==> config.mk <==
export PLATFORM = sky130hd
export DESIGN_NAME = load_store_unit_flat
export DESIGN_NICKNAME = d
export VERILOG_FILES = /design/src/rtl/load_store_unit_if.sv /design/src/rtl/load_store_unit.sv /design/src/flat_wrapper.sv
export SDC_FILE = /design/constraint.sdc
export NUM_CORES = 1
export LEC_CHECK = 0
export CORE_MARGIN = 2
export CORE_UTILIZATION = 44
export CTS_BUF_LIST = sky130_fd_sc_hd__clkbuf_16
export DETAILED_ROUTE_END_ITERATION = 7
export PLACE_DENSITY = 0.81
export SLEW_MARGIN = 20
export SYNTH_ARGS = -nofsm -noshare
export SYNTH_HDL_FRONTEND = slang
export SYNTH_SLANG_ARGS = --single-unit
==> constraint.sdc <==
create_clock -name clk -period 2.35 [get_ports clk]
set_input_delay 0.47 -clock clk [delete_from_list [all_inputs] [get_ports clk]]
set_output_delay 0.47 -clock clk [all_outputs]
set_load 0.005 [all_outputs]
==> src/rtl/load_store_unit_if.sv <==
// Bundle of the core-side request/response signals and the word-addressed,
// byte-masked data-memory port used by the load/store unit.
interface load_store_unit_if;
  logic        lsu_start;
  logic        lsu_is_store;
  logic [2:0]  lsu_funct3;
  logic [31:0] lsu_addr;
  logic [31:0] lsu_wdata;
  logic        lsu_busy;
  logic        lsu_done;
  logic [31:0] lsu_rdata;
  logic [1:0]  lsu_error;
  logic        mem_request;
  logic        mem_we_re;
  logic [11:0] mem_address;
  logic [3:0]  mem_mask;
  logic [31:0] mem_data_in;
  logic [31:0] mem_data_out;
  logic        mem_valid;

  // View of the load/store unit itself
  modport slave (
    input  lsu_start, lsu_is_store, lsu_funct3, lsu_addr, lsu_wdata,
    input  mem_data_out, mem_valid,
    output lsu_busy, lsu_done, lsu_rdata, lsu_error,
    output mem_request, mem_we_re, mem_address, mem_mask, mem_data_in
  );

  // View of the surrounding core and memory
  modport master (
    output lsu_start, lsu_is_store, lsu_funct3, lsu_addr, lsu_wdata,
    output mem_data_out, mem_valid,
    input  lsu_busy, lsu_done, lsu_rdata, lsu_error,
    input  mem_request, mem_we_re, mem_address, mem_mask, mem_data_in
  );
endinterface

==> src/rtl/load_store_unit.sv <==
// Single-outstanding load/store initiator: decodes one access, drives one
// memory request, and returns the extended load result with a status code.
module load_store_unit #(
  parameter int unsigned TIMEOUT = 15
) (
  input logic               clk,
  input logic               rst,
  load_store_unit_if.slave  bus
);

  typedef enum logic [1:0] {
    ST_IDLE  = 2'd0,
    ST_ISSUE = 2'd1,
    ST_WAIT  = 2'd2,
    ST_DONE  = 2'd3
  } state_e;

  localparam logic [7:0] TO_LAST = 8'(TIMEOUT - 1);

  state_e      state_q, state_d;
  logic        is_store_q, is_store_d;
  logic [2:0]  funct3_q, funct3_d;
  logic [13:0] addr_q, addr_d;
  logic [31:0] wdata_q, wdata_d;
  logic [31:0] rdata_q, rdata_d;
  logic [1:0]  err_q, err_d;
  logic [7:0]  cnt_q, cnt_d;

  // Illegal width codes take priority over misalignment.
  function automatic logic [1:0] decode_error(input logic st, input logic [2:0] f3,
                                              input logic [1:0] off);
    logic illegal;
    logic misal;
    if (st) begin
      illegal = (f3 == 3'b011) | f3[2];
    end else begin
      illegal = (f3 == 3'b011) | (f3 == 3'b110) | (f3 == 3'b111);
    end
    case (f3[1:0])
      2'b01:   misal = off[0];
      2'b10:   misal = (off != 2'b00);
      default: misal = 1'b0;
    endcase
    if (illegal) begin
      return 2'b10;
    end else if (misal) begin
      return 2'b01;
    end else begin
      return 2'b00;
    end
  endfunction

  function automatic logic [3:0] store_mask(input logic [2:0] f3, input logic [1:0] off);
    case (f3[1:0])
      2'b00:   return 4'b0001 << off;
      2'b01:   return 4'b0011 << off;
      default: return 4'b1111;
    endcase
  endfunction

  function automatic logic [31:0] store_data(input logic [2:0] f3, input logic [31:0] wd);
    case (f3[1:0])
      2'b00:   return {4{wd[7:0]}};
      2'b01:   return {2{wd[15:0]}};
      default: return wd;
    endcase
  endfunction

  function automatic logic [31:0] load_extract(input logic [2:0] f3, input logic [1:0] off,
                                               input logic [31:0] word);
    logic [7:0]  b;
    logic [15:0] h;
    case (off)
      2'b00:   b = word[7:0];
      2'b01:   b = word[15:8];
      2'b10:   b = word[23:16];
      default: b = word[31:24];
    endcase
    h = off[1] ? word[31:16] : word[15:0];
    case (f3)
      3'b000:  return {{24{b[7]}}, b};
      3'b001:  return {{16{h[15]}}, h};
      3'b100:  return {24'h00_0000, b};
      3'b101:  return {16'h0000, h};
      default: return word;
    endcase
  endfunction

  // State and datapath registers
  always_ff @(posedge clk) begin
    if (rst) begin
      state_q    <= ST_IDLE;
      is_store_q <= 1'b0;
      funct3_q   <= 3'b000;
      addr_q     <= 14'h0000;
      wdata_q    <= 32'h0000_0000;
      rdata_q    <= 32'h0000_0000;
      err_q      <= 2'b00;
      cnt_q      <= 8'h00;
    end else begin
      state_q    <= state_d;
      is_store_q <= is_store_d;
      funct3_q   <= funct3_d;
      addr_q     <= addr_d;
      wdata_q    <= wdata_d;
      rdata_q    <= rdata_d;
      err_q      <= err_d;
      cnt_q      <= cnt_d;
    end
  end

  // Next-state and capture logic
  always_comb begin
    state_d    = state_q;
    is_store_d = is_store_q;
    funct3_d   = funct3_q;
    addr_d     = addr_q;
    wdata_d    = wdata_q;
    rdata_d    = rdata_q;
    err_d      = err_q;
    cnt_d      = cnt_q;
    case (state_q)
      ST_IDLE: begin
        if (bus.lsu_start) begin
          is_store_d = bus.lsu_is_store;
          funct3_d   = bus.lsu_funct3;
          addr_d     = bus.lsu_addr[13:0];
          wdata_d    = bus.lsu_wdata;
          err_d      = decode_error(bus.lsu_is_store, bus.lsu_funct3, bus.lsu_addr[1:0]);
          state_d    = (err_d != 2'b00) ? ST_DONE : ST_ISSUE;
        end else begin
          state_d = ST_IDLE;
        end
      end
      ST_ISSUE: begin
        cnt_d   = 8'h00;
        state_d = is_store_q ? ST_DONE : ST_WAIT;
      end
      ST_WAIT: begin
        // A response in the final allowed cycle still wins over the timeout.
        if (bus.mem_valid) begin
          rdata_d = load_extract(funct3_q, addr_q[1:0], bus.mem_data_out);
          state_d = ST_DONE;
        end else if (cnt_q == TO_LAST) begin
          err_d   = 2'b11;
          state_d = ST_DONE;
        end else begin
          cnt_d = cnt_q + 8'h01;
        end
      end
      ST_DONE: state_d = ST_IDLE;
      default: state_d = ST_IDLE;
    endcase
  end

  // Outputs decoded from registered state only
  always_comb begin
    bus.lsu_busy    = (state_q != ST_IDLE);
    bus.lsu_done    = (state_q == ST_DONE);
    bus.lsu_rdata   = rdata_q;
    bus.lsu_error   = err_q;
    bus.mem_address = addr_q[13:2];
    bus.mem_request = 1'b0;
    bus.mem_we_re   = 1'b0;
    bus.mem_mask    = 4'b0000;
    bus.mem_data_in = 32'h0000_0000;
    if (state_q == ST_ISSUE) begin
      bus.mem_request = 1'b1;
      bus.mem_we_re   = is_store_q;
      if (is_store_q) begin
        bus.mem_mask    = store_mask(funct3_q, addr_q[1:0]);
        bus.mem_data_in = store_data(funct3_q, wdata_q);
      end else begin
        bus.mem_mask    = 4'b0000;
        bus.mem_data_in = 32'h0000_0000;
      end
    end else begin
      bus.mem_request = 1'b0;
    end
  end

endmodule

==> src/flat_wrapper.sv <==
// flat-port wrapper written by rule: the top's interface ports become plain ports
module load_store_unit_flat 
#(
  parameter int unsigned TIMEOUT = 15
)
  (clk, rst, bus_lsu_start, bus_lsu_is_store, bus_lsu_funct3, bus_lsu_addr, bus_lsu_wdata, bus_mem_data_out, bus_mem_valid, bus_lsu_busy, bus_lsu_done, bus_lsu_rdata, bus_lsu_error, bus_mem_request, bus_mem_we_re, bus_mem_address, bus_mem_mask, bus_mem_data_in);
  load_store_unit_if bus_i ();
  input logic clk;
  input logic rst;
  input wire logic [$bits(bus_i.lsu_start)-1:0] bus_lsu_start;
  input wire logic [$bits(bus_i.lsu_is_store)-1:0] bus_lsu_is_store;
  input wire logic [$bits(bus_i.lsu_funct3)-1:0] bus_lsu_funct3;
  input wire logic [$bits(bus_i.lsu_addr)-1:0] bus_lsu_addr;
  input wire logic [$bits(bus_i.lsu_wdata)-1:0] bus_lsu_wdata;
  input wire logic [$bits(bus_i.mem_data_out)-1:0] bus_mem_data_out;
  input wire logic [$bits(bus_i.mem_valid)-1:0] bus_mem_valid;
  output wire logic [$bits(bus_i.lsu_busy)-1:0] bus_lsu_busy;
  output wire logic [$bits(bus_i.lsu_done)-1:0] bus_lsu_done;
  output wire logic [$bits(bus_i.lsu_rdata)-1:0] bus_lsu_rdata;
  output wire logic [$bits(bus_i.lsu_error)-1:0] bus_lsu_error;
  output wire logic [$bits(bus_i.mem_request)-1:0] bus_mem_request;
  output wire logic [$bits(bus_i.mem_we_re)-1:0] bus_mem_we_re;
  output wire logic [$bits(bus_i.mem_address)-1:0] bus_mem_address;
  output wire logic [$bits(bus_i.mem_mask)-1:0] bus_mem_mask;
  output wire logic [$bits(bus_i.mem_data_in)-1:0] bus_mem_data_in;
  assign bus_i.lsu_start = bus_lsu_start;
  assign bus_i.lsu_is_store = bus_lsu_is_store;
  assign bus_i.lsu_funct3 = bus_lsu_funct3;
  assign bus_i.lsu_addr = bus_lsu_addr;
  assign bus_i.lsu_wdata = bus_lsu_wdata;
  assign bus_i.mem_data_out = bus_mem_data_out;
  assign bus_i.mem_valid = bus_mem_valid;
  assign bus_lsu_busy = bus_i.lsu_busy;
  assign bus_lsu_done = bus_i.lsu_done;
  assign bus_lsu_rdata = bus_i.lsu_rdata;
  assign bus_lsu_error = bus_i.lsu_error;
  assign bus_mem_request = bus_i.mem_request;
  assign bus_mem_we_re = bus_i.mem_we_re;
  assign bus_mem_address = bus_i.mem_address;
  assign bus_mem_mask = bus_i.mem_mask;
  assign bus_mem_data_in = bus_i.mem_data_in;
  load_store_unit #(.TIMEOUT(TIMEOUT)) u_core (.clk(clk), .rst(rst), .bus(bus_i));
endmodule
==> out/metrics.csv <==
stage,metric,value,unit
power,vdd_drop_max,0.4353,mV
cts,post_cts_buffers,0,
synthesis,yosys_warnings,0,
floorplanning,placementRows,37,
power,p_int,3.701,mW
cts,clock_latency,330,ps
power,power_frac_comb,34.8,%
routing,vias_per_cell,5.538,
floorplanning,die_y,107.9,um
global_routing,track_usage,25.85,%
cts,clkTransAtPathRegs,70,ps
global_routing,grt_overflow,0,
final_layout,seqCellArea,1889,sq um
global_routing,grt_max_degree,51,
sta,period_needed,2248,ps
place,place_inst,886,
synthesis,synth.area.top_cells,"dfxtp_1 40%, nand2_1 12%, a21oi_1 7.5%, nor2_1 5.0%, mux2_2 4.3%",
routing,drtPass1Iterations,5,
sta,finalCritPeriodShare,95.65,%
sta,maxSlewHeadroom,56.25,%
synthesis,ys_types,42,
synthesis,synth_edf_count,0,
setup_path,cp_top_family,buffers and inverters,
setup_path,start_kind,flip-flop,
setup_path,critPathCaptureType,primary output,
sta,rsz0062_at_grt,false,
synthesis,synth-seq-cells,94,
sta,maxSlewViolCount,0,
routing,drt-initial-drc-count,323,
global_routing,grt_first_pass_wirelength,23.69,mm
status,status,completed,
place,port_buffers,171,
synthesis,synth_top_area_share,39.63,%
sta,clock_skew,8.203,ps
worst_hold_path,hold_path.class,flip-flop to flip-flop,
synthesis,netlist.top_cell.by_area,dfxtp_1,
cts,cts_tree,done,
setup_path,arrival,1780,ps
place,place_area,6500,sq um
synthesis,seq_area_frac_synth,39.63,%
sta,hold_viol_final,0,
setup_path,critical_path.cell_chain,buf_6 > mux2i_2 > nor2_1 > a21oi_1 > nor2_1 > clkdlybuf4s50_1,
final_layout,design_area,6879,sq um
setup_path,cp_max_fo,10,
cts,clock_sinks,94,
synthesis,ys.flop_type,dfxtp_1,
sta,setup_ws,102.2,ps
routing,via_count,4995,
routing,drc,0,
power,pwr-share-clk,28.1,%
final_layout,nets,875,
setup_path,slowest_stage,clkdlybuf4s50_1,
sta,setup_viol,0,
floorplanning,die_w,107.9,um
routing,final_antenna_net_count,0,
global_routing,grt_pass1_vias,4870,
floorplanning,coreArea,10420,sq um
final_layout,area_delta_synth_final,44.87,%
final_layout,drive_gt1_share,9.661,%
cts,cts_made_buffers,9,
setup_path,cp.buffers_inverters,2,
synthesis,synthArstFlopShare,0,%
setup_path,criticalPathCategory,flip-flop to primary output,
global_routing,grt_antenna_before_repair,0,
final_layout,multi_input_area,2565,sq um
power,p_per_area,801.4,nW/um^2
synthesis,postSynthAreaPerCell,7.659,sq um
floorplanning,start_util,45.59,%
power,leakage,2.636,nW
routing,routedWlPerCell,16.86,um
power,p_sw,1.812,mW
setup_path,slowest_delay,430,ps
sta,worst_slew_pin_slew,651.3,ps
cts,cts_root_buf,clkbuf_16,
floorplanning,die_area,11640,sq um
power,swShare,32.87,%
place,gp_congestion,0.8652,
synthesis,syn_area,4748,sq um
sta,clock.fmax,444.9,MHz
place,place_ws,70.09,ps
routing,drt-total-wl,15.21,mm
floorplanning,ios,190,
final_layout,diodes,0,
power,finalPower,5.513,mW
place,post-dp-hpwl,10.79,mm
setup_path,worst_path_most_repeated_cell,nor2_1,
power,p_seq_share,37.1,%
setup_path,crit_required,1880,ps
cts,cts_max_path_buffers,2,
final_layout,final_cells,902,
cts,htreeDepth,3,
sta,fin_tns_setup,0,ps
final_layout,fill_cells,868,
synthesis,syn_nets,733,
job,drv_cap,0,
synthesis,syn-instance-count,620,
## kinds of logic (layout without fill, tap and decap cells)
group / Yosys count / after routing / share of synthesized area, %
fa+ha+maj: 9 / 9 / 2.372
mux: 37 / 37 / 8.379
xor+xnor: 1 / 1 / 0.1845
flops: 94 / 94 / 39.63
buf+inv: 72 / 218 / 7.299
compound gates: 147 / 147 / 19.16
simple gates: 260 / 260 / 22.98
## cells in the mapped netlist (all sizes together) (3+ instances only)
| cell | number |
|---|---|
| mux2 | 19 |
| nor2b | 4 |
| nand2 | 149 |
| nor4 | 3 |
| and3 | 8 |
| clkbuf | 35 |
| nor2 | 63 |
| o21ai | 22 |
| a211oi | 19 |
| o31ai | 3 |
| o21a | 3 |
| nor3 | 10 |
| nand3 | 4 |
| buf | 26 |
| inv | 10 |
| mux2i | 18 |
| dfxtp | 94 |
| and2 | 9 |
| or3 | 5 |
| a221oi | 17 |
| a21oi | 71 |
| ha | 9 |
| o31a | 3 |
## final cells by class
type,instances,area share (%)
tap,136,2.474
clock inverter,6,1.255
multi-input combinational,454,37.29
clock buffer,9,3.274
sequential,94,27.46
timing repair buffer,192,27.65
inverter,11,0.6002
## layout by cell type, fill, tap and decap left out, drive strengths merged, types with 2 or more instances in the layout
cell type      netlist  routed
a211oi              19      19
a21oi               71      71
a221oi              17      17
a311oi               2       2
a31oi                2       2
and2                 9       9
and3                 8       8
buf                 26      21
bufinv               0       2
clkbuf              35       9
clkdlybuf4s50        0     145
clkinv               1       4
dfxtp               94      94
dlygate4sd2          0      23
dlymetal6s2s         0       2
ha                   9       9
inv                 10      11
mux2                19      19
mux2i               18      18
nand2              149     149
nand2b               2       2
nand3                4       4
nor2                63      63
nor2b                4       4
nor3                10      10
nor4                 3       3
o211ai               2       2
o21a                 3       3
o21ai               22      22
o31a                 3       3
o31ai                3       3
or3                  5       5
## state kept, by name, summed over array words and instances, names as in the netlist
| name | count |
|---|---|
| u_core.bus.lsu_rdata | 32 |
| u_core.wdata_q | 32 |
| u_core.addr_q | 14 |
| u_core.cnt_q | 8 |
| u_core.funct3_q | 3 |
| u_core.bus.lsu_error | 2 |
| u_core.state_q | 2 |
| u_core.is_store_q | 1 |
## worst reg2reg max path, stage by stage, from the launching register on
cell and delay (ps):
dfxtp_1 370, buf_4 270, mux2_2 400, mux2_4 290, a211oi_4 430, a221oi_1 160
## worst paths after layout
kind                              to  slack (ps)  cells after the start          startpoint
max              bus_mem_data_in[29]         100                      6  u_core.funct3_q[0]
min               u_core.wdata_q[23]         460                      2  u_core.wdata_q[23]
max reg2reg  u_core.bus.lsu_rdata[8]         280                      5    u_core.addr_q[1]
min reg2reg       u_core.wdata_q[23]         460                      2  u_core.wdata_q[23]
## through the flow
stage               utilization (%)  hold slack (ps)
finish                        66.04            456.5
global route                  66.04            470.7
CTS                           65.67            458.3
detailed placement            62.40            449.3
global placement              62.40            441.6
floorplan                         -            436.0
## repair_timing
item / in CTS / in global routing
hold buffers: 0 / 0
setup endpoints to repair: 27 / 18
gates resized for setup: 31 / 12
gates cloned: 1 / 0
## layer usage
layer / track usage [%] / up-vias / wire length (um) / part of all wire (%)
met3: 6.235 / 23 / 1385 / 9.1
li1: - / 2393 / - / -
met4: 9.890 / 0 / 374 / 2.5
met2: 44.92 / 255 / 7411 / 49
met5: 0 / - / 0 / 0
met1: 30.64 / 2324 / 6038 / 40
## power by group through the flow
stage / clock network [mW] / registers [mW] / logic [mW]
2_1_floorplan: 0 / 2.02 / 1.12
3_3_place_gp: 0 / 2.05 / 1.81
3_5_place_dp: 0 / 2.06 / 1.86
4_1_cts: 1.57 / 2.03 / 1.89
5_1_grt: 1.63 / 2.08 / 2.10
6_report: 1.55 / 2.05 / 1.92
No activity file was read; power rests on OpenSTA's default activity.
